**src/rtl/cache_control.sv**
```systemverilog
// cache_control: two-way cache controller FSM (CHECK/WRITEBACK/ALLOCATE) with
// victim/replay tracking and saturating hit/miss counters.
module cache_control (
    input  logic        clk,
    input  logic        rst,
    input  logic        mem_read,
    input  logic        mem_write,
    output logic        mem_resp,
    output logic        pmem_read,
    output logic        pmem_write,
    input  logic        pmem_resp,
    input  logic        hit0,
    input  logic        hit1,
    input  logic        d_out0,
    input  logic        d_out1,
    input  logic        lru_out,
    output logic        load_lru,
    output logic        lru_in,
    output logic        pmemwdata_sel,
    output logic        load_d0,
    output logic        load_v0,
    output logic        load_TD0,
    output logic        d_in0,
    output logic        v_in0,
    output logic        load_d1,
    output logic        load_v1,
    output logic        load_TD1,
    output logic        d_in1,
    output logic        v_in1,
    output logic [1:0]  pmemaddr_sel,
    output logic [15:0] hit_count,
    output logic [15:0] miss_count
);
    typedef enum logic [1:0] {CHECK, WRITEBACK, ALLOCATE} state_t;
    state_t state, next_state;
    logic victim, replay;
    logic [1:0] ld_td, ld_d, dn, ld_v, vn;
    logic req, hit, hitway, miss, victim_dirty;

    // The replayed access is forced to hit the freshly filled victim way.
    assign req          = mem_read | mem_write;
    assign hit          = replay | hit0 | hit1;
    assign hitway       = replay ? victim : ~hit0;
    assign miss         = (state == CHECK) & req & ~hit;
    assign victim_dirty = lru_out ? d_out1 : d_out0;

    always_ff @(posedge clk) begin
        if (rst) begin
            state  <= CHECK;
            victim <= 1'b0;
            replay <= 1'b0;
        end else begin
            state  <= next_state;
            victim <= miss ? lru_out : victim;
            replay <= (state == ALLOCATE && pmem_resp) ? 1'b1 : (state == CHECK) ? 1'b0 : replay;
        end
    end

    always_ff @(posedge clk) begin
        if (rst) begin
            hit_count  <= '0;
            miss_count <= '0;
        end else begin
            if (state == CHECK && req && hit && !replay && hit_count != 16'hFFFF)
                hit_count <= hit_count + 16'd1;
            if (miss && miss_count != 16'hFFFF)
                miss_count <= miss_count + 16'd1;
        end
    end

    always_comb begin
        next_state = state;
        case (state)
            CHECK:     next_state = miss ? (victim_dirty ? WRITEBACK : ALLOCATE) : CHECK;
            WRITEBACK: next_state = pmem_resp ? ALLOCATE : WRITEBACK;
            ALLOCATE:  next_state = pmem_resp ? CHECK : ALLOCATE;
            default:   next_state = CHECK;
        endcase
    end

    always_comb begin
        mem_resp      = 1'b0;
        pmem_read     = 1'b0;
        pmem_write    = 1'b0;
        load_lru      = 1'b0;
        lru_in        = 1'b0;
        pmemwdata_sel = 1'b0;
        pmemaddr_sel  = 2'b00;
        ld_td         = 2'b00;
        ld_d          = 2'b00;
        dn            = 2'b00;
        ld_v          = 2'b00;
        vn            = 2'b00;
        case (state)
            CHECK: begin
                if (req && hit) begin
                    mem_resp      = 1'b1;
                    pmemwdata_sel = hitway;
                    load_lru      = 1'b1;
                    lru_in        = ~hitway;
                    ld_td[hitway] = mem_write;
                    ld_d[hitway]  = mem_write;
                    dn[hitway]    = mem_write;
                end
            end
            WRITEBACK: begin
                pmem_write    = 1'b1;
                pmemaddr_sel  = victim ? 2'b10 : 2'b01;
                pmemwdata_sel = victim;
            end
            ALLOCATE: begin
                pmem_read = 1'b1;
                // A reset arriving with the fill response aborts without loading the way.
                if (pmem_resp && !rst) begin
                    ld_td[victim] = 1'b1;
                    ld_v[victim]  = 1'b1;
                    vn[victim]    = 1'b1;
                    ld_d[victim]  = 1'b1;
                end
            end
            default: ;
        endcase
    end

    assign {load_TD1, load_TD0} = ld_td;
    assign {load_d1, load_d0}   = ld_d;
    assign {d_in1, d_in0}       = dn;
    assign {load_v1, load_v0}   = ld_v;
    assign {v_in1, v_in0}       = vn;
endmodule

```
**config.mk**
```make
export PLATFORM = sky130hd
export DESIGN_NAME = cache_control
export DESIGN_NICKNAME = d
export VERILOG_FILES = /design/src/rtl/cache_control.sv
export SDC_FILE = /design/constraint.sdc
export NUM_CORES = 1
export LEC_CHECK = 0
export ABC_AREA = 1
export ABC_CLOCK_PERIOD_IN_PS = 3150
export CAP_MARGIN = 10
export CORE_MARGIN = 3
export CORE_UTILIZATION = 45
export CTS_BUF_LIST = sky130_fd_sc_hd__clkbuf_4 sky130_fd_sc_hd__clkbuf_8 sky130_fd_sc_hd__clkbuf_16
export DETAILED_ROUTE_END_ITERATION = 16
export GPL_ROUTABILITY_DRIVEN = 0
export HOLD_SLACK_MARGIN = 0.02
export PLACE_DENSITY_LB_ADDON = 0.3
export SLEW_MARGIN = 20
export SYNTH_ARGS = -nofsm -noshare
export SYNTH_HDL_FRONTEND = slang
export SYNTH_SLANG_ARGS = --single-unit
```
**constraint.sdc**
```tcl
create_clock -name clk -period 3.15 [get_ports clk]
set_input_delay 0.4725 -clock clk [delete_from_list [all_inputs] [get_ports clk]]
set_output_delay 0.4725 -clock clk [all_outputs]
set_load 0.02 [all_outputs]
```
; ---- Word level (Yosys, flattened, before mapping)
; Index checks and enable logic that the tools add are counted.
[word_totals]
register_bits = 36
in_bits = 10
out_inout_bits = 50
elab_cells = 66
[op_classes]
add_sub_neg = 2
magnitude_cmp = 4
eq_ne = 4
muxes = 28
bitwise = 9
reduce_logical = 14
[ops]
columns = op, count
row1 = adder 16 x 1 -> 16 bit (second input constant), 2
row2 = inequality test 16 bit (second input constant), 2
row3 = two-way mux 2 bit, 10
row4 = two-way mux 1 bit, 13
row5 = logical AND 1 bit, 10
row6 = one-hot mux 2 bit (3 select lines), 1
row7 = < comparator 1 x 2 -> 1 bit (second input constant), 2
row8 = one-hot mux 2 bit (2 select lines), 1
row9 = NOT 1 bit, 3
row10 = bitwise OR 1 bit, 3
row11 = AND 1 bit, 2
row12 = AND 2 bit, 1
row13 = demux 1 bit (select 1 bit), 2
row14 = == test 2 x 1 -> 1 bit (second input constant), 1
row15 = == test 2 bit (second input constant), 1
row16 = >= comparator 1 bit (second input constant), 2
row17 = zero test 1 bit, 2
row18 = zero test 2 bit, 1
row19 = one-hot mux 1 bit (2 select lines), 1
row20 = nonzero test 2 bit, 1

; ---- Logic depth before layout (Yosys ltp)
[logic_depth]
depth_word = 9
mapped_depth = 10
depth_no_buf = 9

; ---- Least setup slack after synthesis
; OpenSTA, ideal clock, no wires.
[synth_timing]
kind = register to output
start = register state[1]
end = output port load_d0
arrival_ps = 1680
t_required_ps = 2677
setup_slack_ps = 998
stages_incl_launch_ff = 7
path_buffers = 1
cell_sequence = dfxtp_1 > inv_1 > nor2_1 > nand3_1 > nor2_1 > or2_2 > buf_4
[synth_via]
elab_chain_cells = 2
elab_cells_between_ends = 3
cone_classes = 1 x eq/ne / 1 x mux / 1 x reduce/logical
[synth_rtl]
columns = item, line
row1 = "start, declared", 35  ; state_t state, next_state;
row2 = "start signal, assigned", 53  ; state <= next_state;
row3 = == test 2 bit / zero test 2 bit (equally long branches), --
row4 = one-hot mux 2 bit (2 select lines) (*), --
row5 = "end, declared", 20  ; output logic load_d0,
; Every way passes the cells marked *; elsewhere a longest branch is shown, timed or not.

; ---- Final worst setup path
[layout_timing]
start = input port mem_write
end = output port load_d1
[layout_via]
elab_chain_cells = 4
elab_cells_between_ends = 5
cone_classes = 2 x mux / 2 x bitwise / 1 x reduce/logical
[layout_rtl]
columns = item, line
row1 = "start, declared", 7  ; input logic mem_write,
row2 = bitwise OR 1 bit, 41  ; assign req = mem_read | mem_write;
row3 = logical AND 1 bit, 96  ; if (req && hit) begin
row4 = two-way mux 2 bit (*), 96
row5 = one-hot mux 2 bit (2 select lines) (*), 94  ; case (state)
row6 = "end, declared", 25  ; output logic load_d1,
; Marks and branches as above.

==> reports/metrics.csv <==
metric;value;unit
outcome;finished, final reports clean;
min_path_cells;2;
cts_max_level;2;
multi_input_area;0.00124;mm²
clock_path_buffers;2;
ys_ff_latch;36;
stdcell_count;454;
n_antenna_cell;0;
critPathLaunch;mem_write;
yosysMostFrequentCell;nor2_1;
grt-ovfl-total;0;
synthTopCellsByArea;dfxtp_1, nor2_1, nand2_1;
max_cap_violations;0;
relSlewSlack;67.5;%
netlist_top_cells_count;nor2_1, nand2_1, dfxtp_1, nand3_1, a21oi_1;
viasPerCell;5.26;
hold_end;hit_count[14];
fillers;421;
fmax;365;MHz
worstSkewPairLatency;0.30;ns
area_growth;30.6;%
cts_sinks;36;
first_pass_iters;4;
setup_viol;0;
worstHoldStart;hit_count[14];
worstPathMaxFanout;3;
wl;5.55;mm
cp-end-kind;primary output;
nNetsFinal;413;
power_density;351;mW/mm²
ys.warnings.count;0;
critPathKind;in2out;
fin_area;0.00283;mm²
grt_max_degree;30;
syn_area;0.00216;mm²
place_area;0.00274;mm²
drive_above_1_share;7.71;%
r2r_cells;6;
grt_first_pass_wirelength;9.27;mm
dp_cells;446;
startpoint_type;primary input;
start_util;48.1;%
post-route-min-period;2.74;ns
postCtsSetupBuffers;0;
ant_nets;0;
core;0.00450;mm²
synth_area_per_cell;6.26;µm²
report.final.slew_viol_count;0;
row_count;24;
power;994;µW
grt_usage;20.9;%
tritoncts;built;
numCtsBuffers;5;
yosysUniqueCellTypes;28;
worstPathRequired;2.68;ns
seq_area_frac_synth;33.3;%
synth_top_area_share;33.3;%
seqCellArea;721;µm²
finClkSkew;0.00220;ns
reg2reg_from;miss_count[0];
vdd_drop_max;0.211;mV
post-route-drc-count;0;
antenna_found_initial;0;
grt_pass1_vias;2185;
yosys.area.top_type;dfxtp_1;
synth_cells;346;
route.detailed.wl_per_inst;12.2;µm
tns;0;ns
min_path_type;reg2reg;
synth_ff_type;dfxtp_1;
num_io_pins;60;
cts_hold_buf;0;
die-area;0.00568;mm²
power.leakage;0.00104;µW
clk_pin_slew_worst_paths;0.07;ns
die_w;75.4;µm
port-buffer-count;59;
arrival;2.27;ns
die_y;75.4;µm
r2r-end;miss_count[3];
root_buffer;clkbuf_8;
cts_resized;0;
async_flop_share;0;%
dr_total_vias;2386;
place_hpwl;4.09;mm
fin_crit_sh;87.0;%
worst_pin_slew;0.486;ns
rrSetupSlack;1.37;ns
syn-num-nets;358;
rsz0062_at_grt;no;
synth_edf_count;0;
first_iter_violations;120;
hold_viol;0;
-- critical path, stage by stage --
cell and delay (ns):
clkdlybuf4s50_1 0.49, nor2_1 0.08, nor2_4 0.15, nand2_1 0.08
inv_1 0.09, nand2_1 0.09, o22ai_1 0.17, clkdlybuf4s50_1 0.64
-- cell type report --
cell class | instances | share of cell area, %
Tap cell | 52 | 2.30
Inverter | 27 | 3.58
Clock buffer | 6 | 2.92
Timing Repair Buffer | 61 | 21.4
Sequential cell | 36 | 25.5
Multi-Input combinational cell | 270 | 43.9
Clock inverter | 2 | 0.354
-- kinds of logic (layout without fill, tap and decap cells) --
family          Yosys count  in the layout  share of synthesized area (%)
buf+inv                  40             96                           9.31
simple gates            222            222                           44.4
flops                    36             36                           33.3
xor+xnor                  3              3                           1.21
mux                       1              1                          0.520
fa+ha+maj                 2              2                           1.16
compound gates           42             42                           10.1
-- metal layers --
metal	vias up	wire length, µm	track usage (%)
met5	-	0	0
met4	0	92	9.32
met3	7	402	4.22
met2	87	2500	34.6
met1	1090	2560	26.3
li1	1202	-	-
-- registers in the layout (all words and copies together), names as in the netlist --
register / flops
victim: 1
hit_count: 16
state: 2
miss_count: 16
replay: 1
-- stage by stage --
| step | hold slack, ns | util [%] | setup slack (ns) |
|---|---|---|---|
| floorplan | 0.496 | - | 0.998 |
| global placement | 0.520 | 60.7 | 0.463 |
| detailed placement | 0.525 | 60.7 | 0.408 |
| CTS | 0.536 | 62.8 | 0.394 |
| global route | 0.563 | 62.8 | 0.302 |
| finish | 0.535 | 62.8 | 0.410 |
-- cells in the final DEF (no fill, tap or decap) --
cell type / Yosys / final
mux2_2: 1 / 1
o21a_1: 1 / 1
nand3b_1: 1 / 1
o22ai_1: 1 / 1
xor2_1: 2 / 2
inv_1: 25 / 25
nor2_1: 84 / 84
ha_1: 2 / 2
nand3_4: 1 / 1
a21oi_1: 28 / 28
nand4_1: 3 / 3
nand2_1: 80 / 80
nand3_1: 32 / 32
clkinv_2: 0 / 2
inv_2: 2 / 2
clkdlybuf4s50_1: 0 / 59
or2_2: 1 / 1
o21ai_1: 3 / 3
o21ai_0: 7 / 7
nand2_2: 6 / 6
dfxtp_1: 36 / 36
xnor2_1: 1 / 1
buf_4: 7 / 2
nor2_4: 3 / 3
nor3_1: 4 / 4
o21bai_1: 2 / 2
clkbuf_8: 0 / 6
nor2_2: 7 / 7
-- worst max-delay path by stage --
stage	depth (start not counted)	end
6_report	8	load_d1
2_1_floorplan	6	load_d0
3_3_place_gp	8	load_d1
4_1_cts	8	load_d1
5_1_grt	8	load_d1
3_5_place_dp	8	load_d1
-- where the power goes --
| group | internal [µW] | switching (µW) | leakage [µW] |
|---|---|---|---|
| logic | 71.1 | 97.7 | 0.000697 |
| clock network | 175 | 176 | 0.0000510 |
| registers | 464 | 9.59 | 0.000291 |
Note: power is estimated with default switching activity, not from simulation.
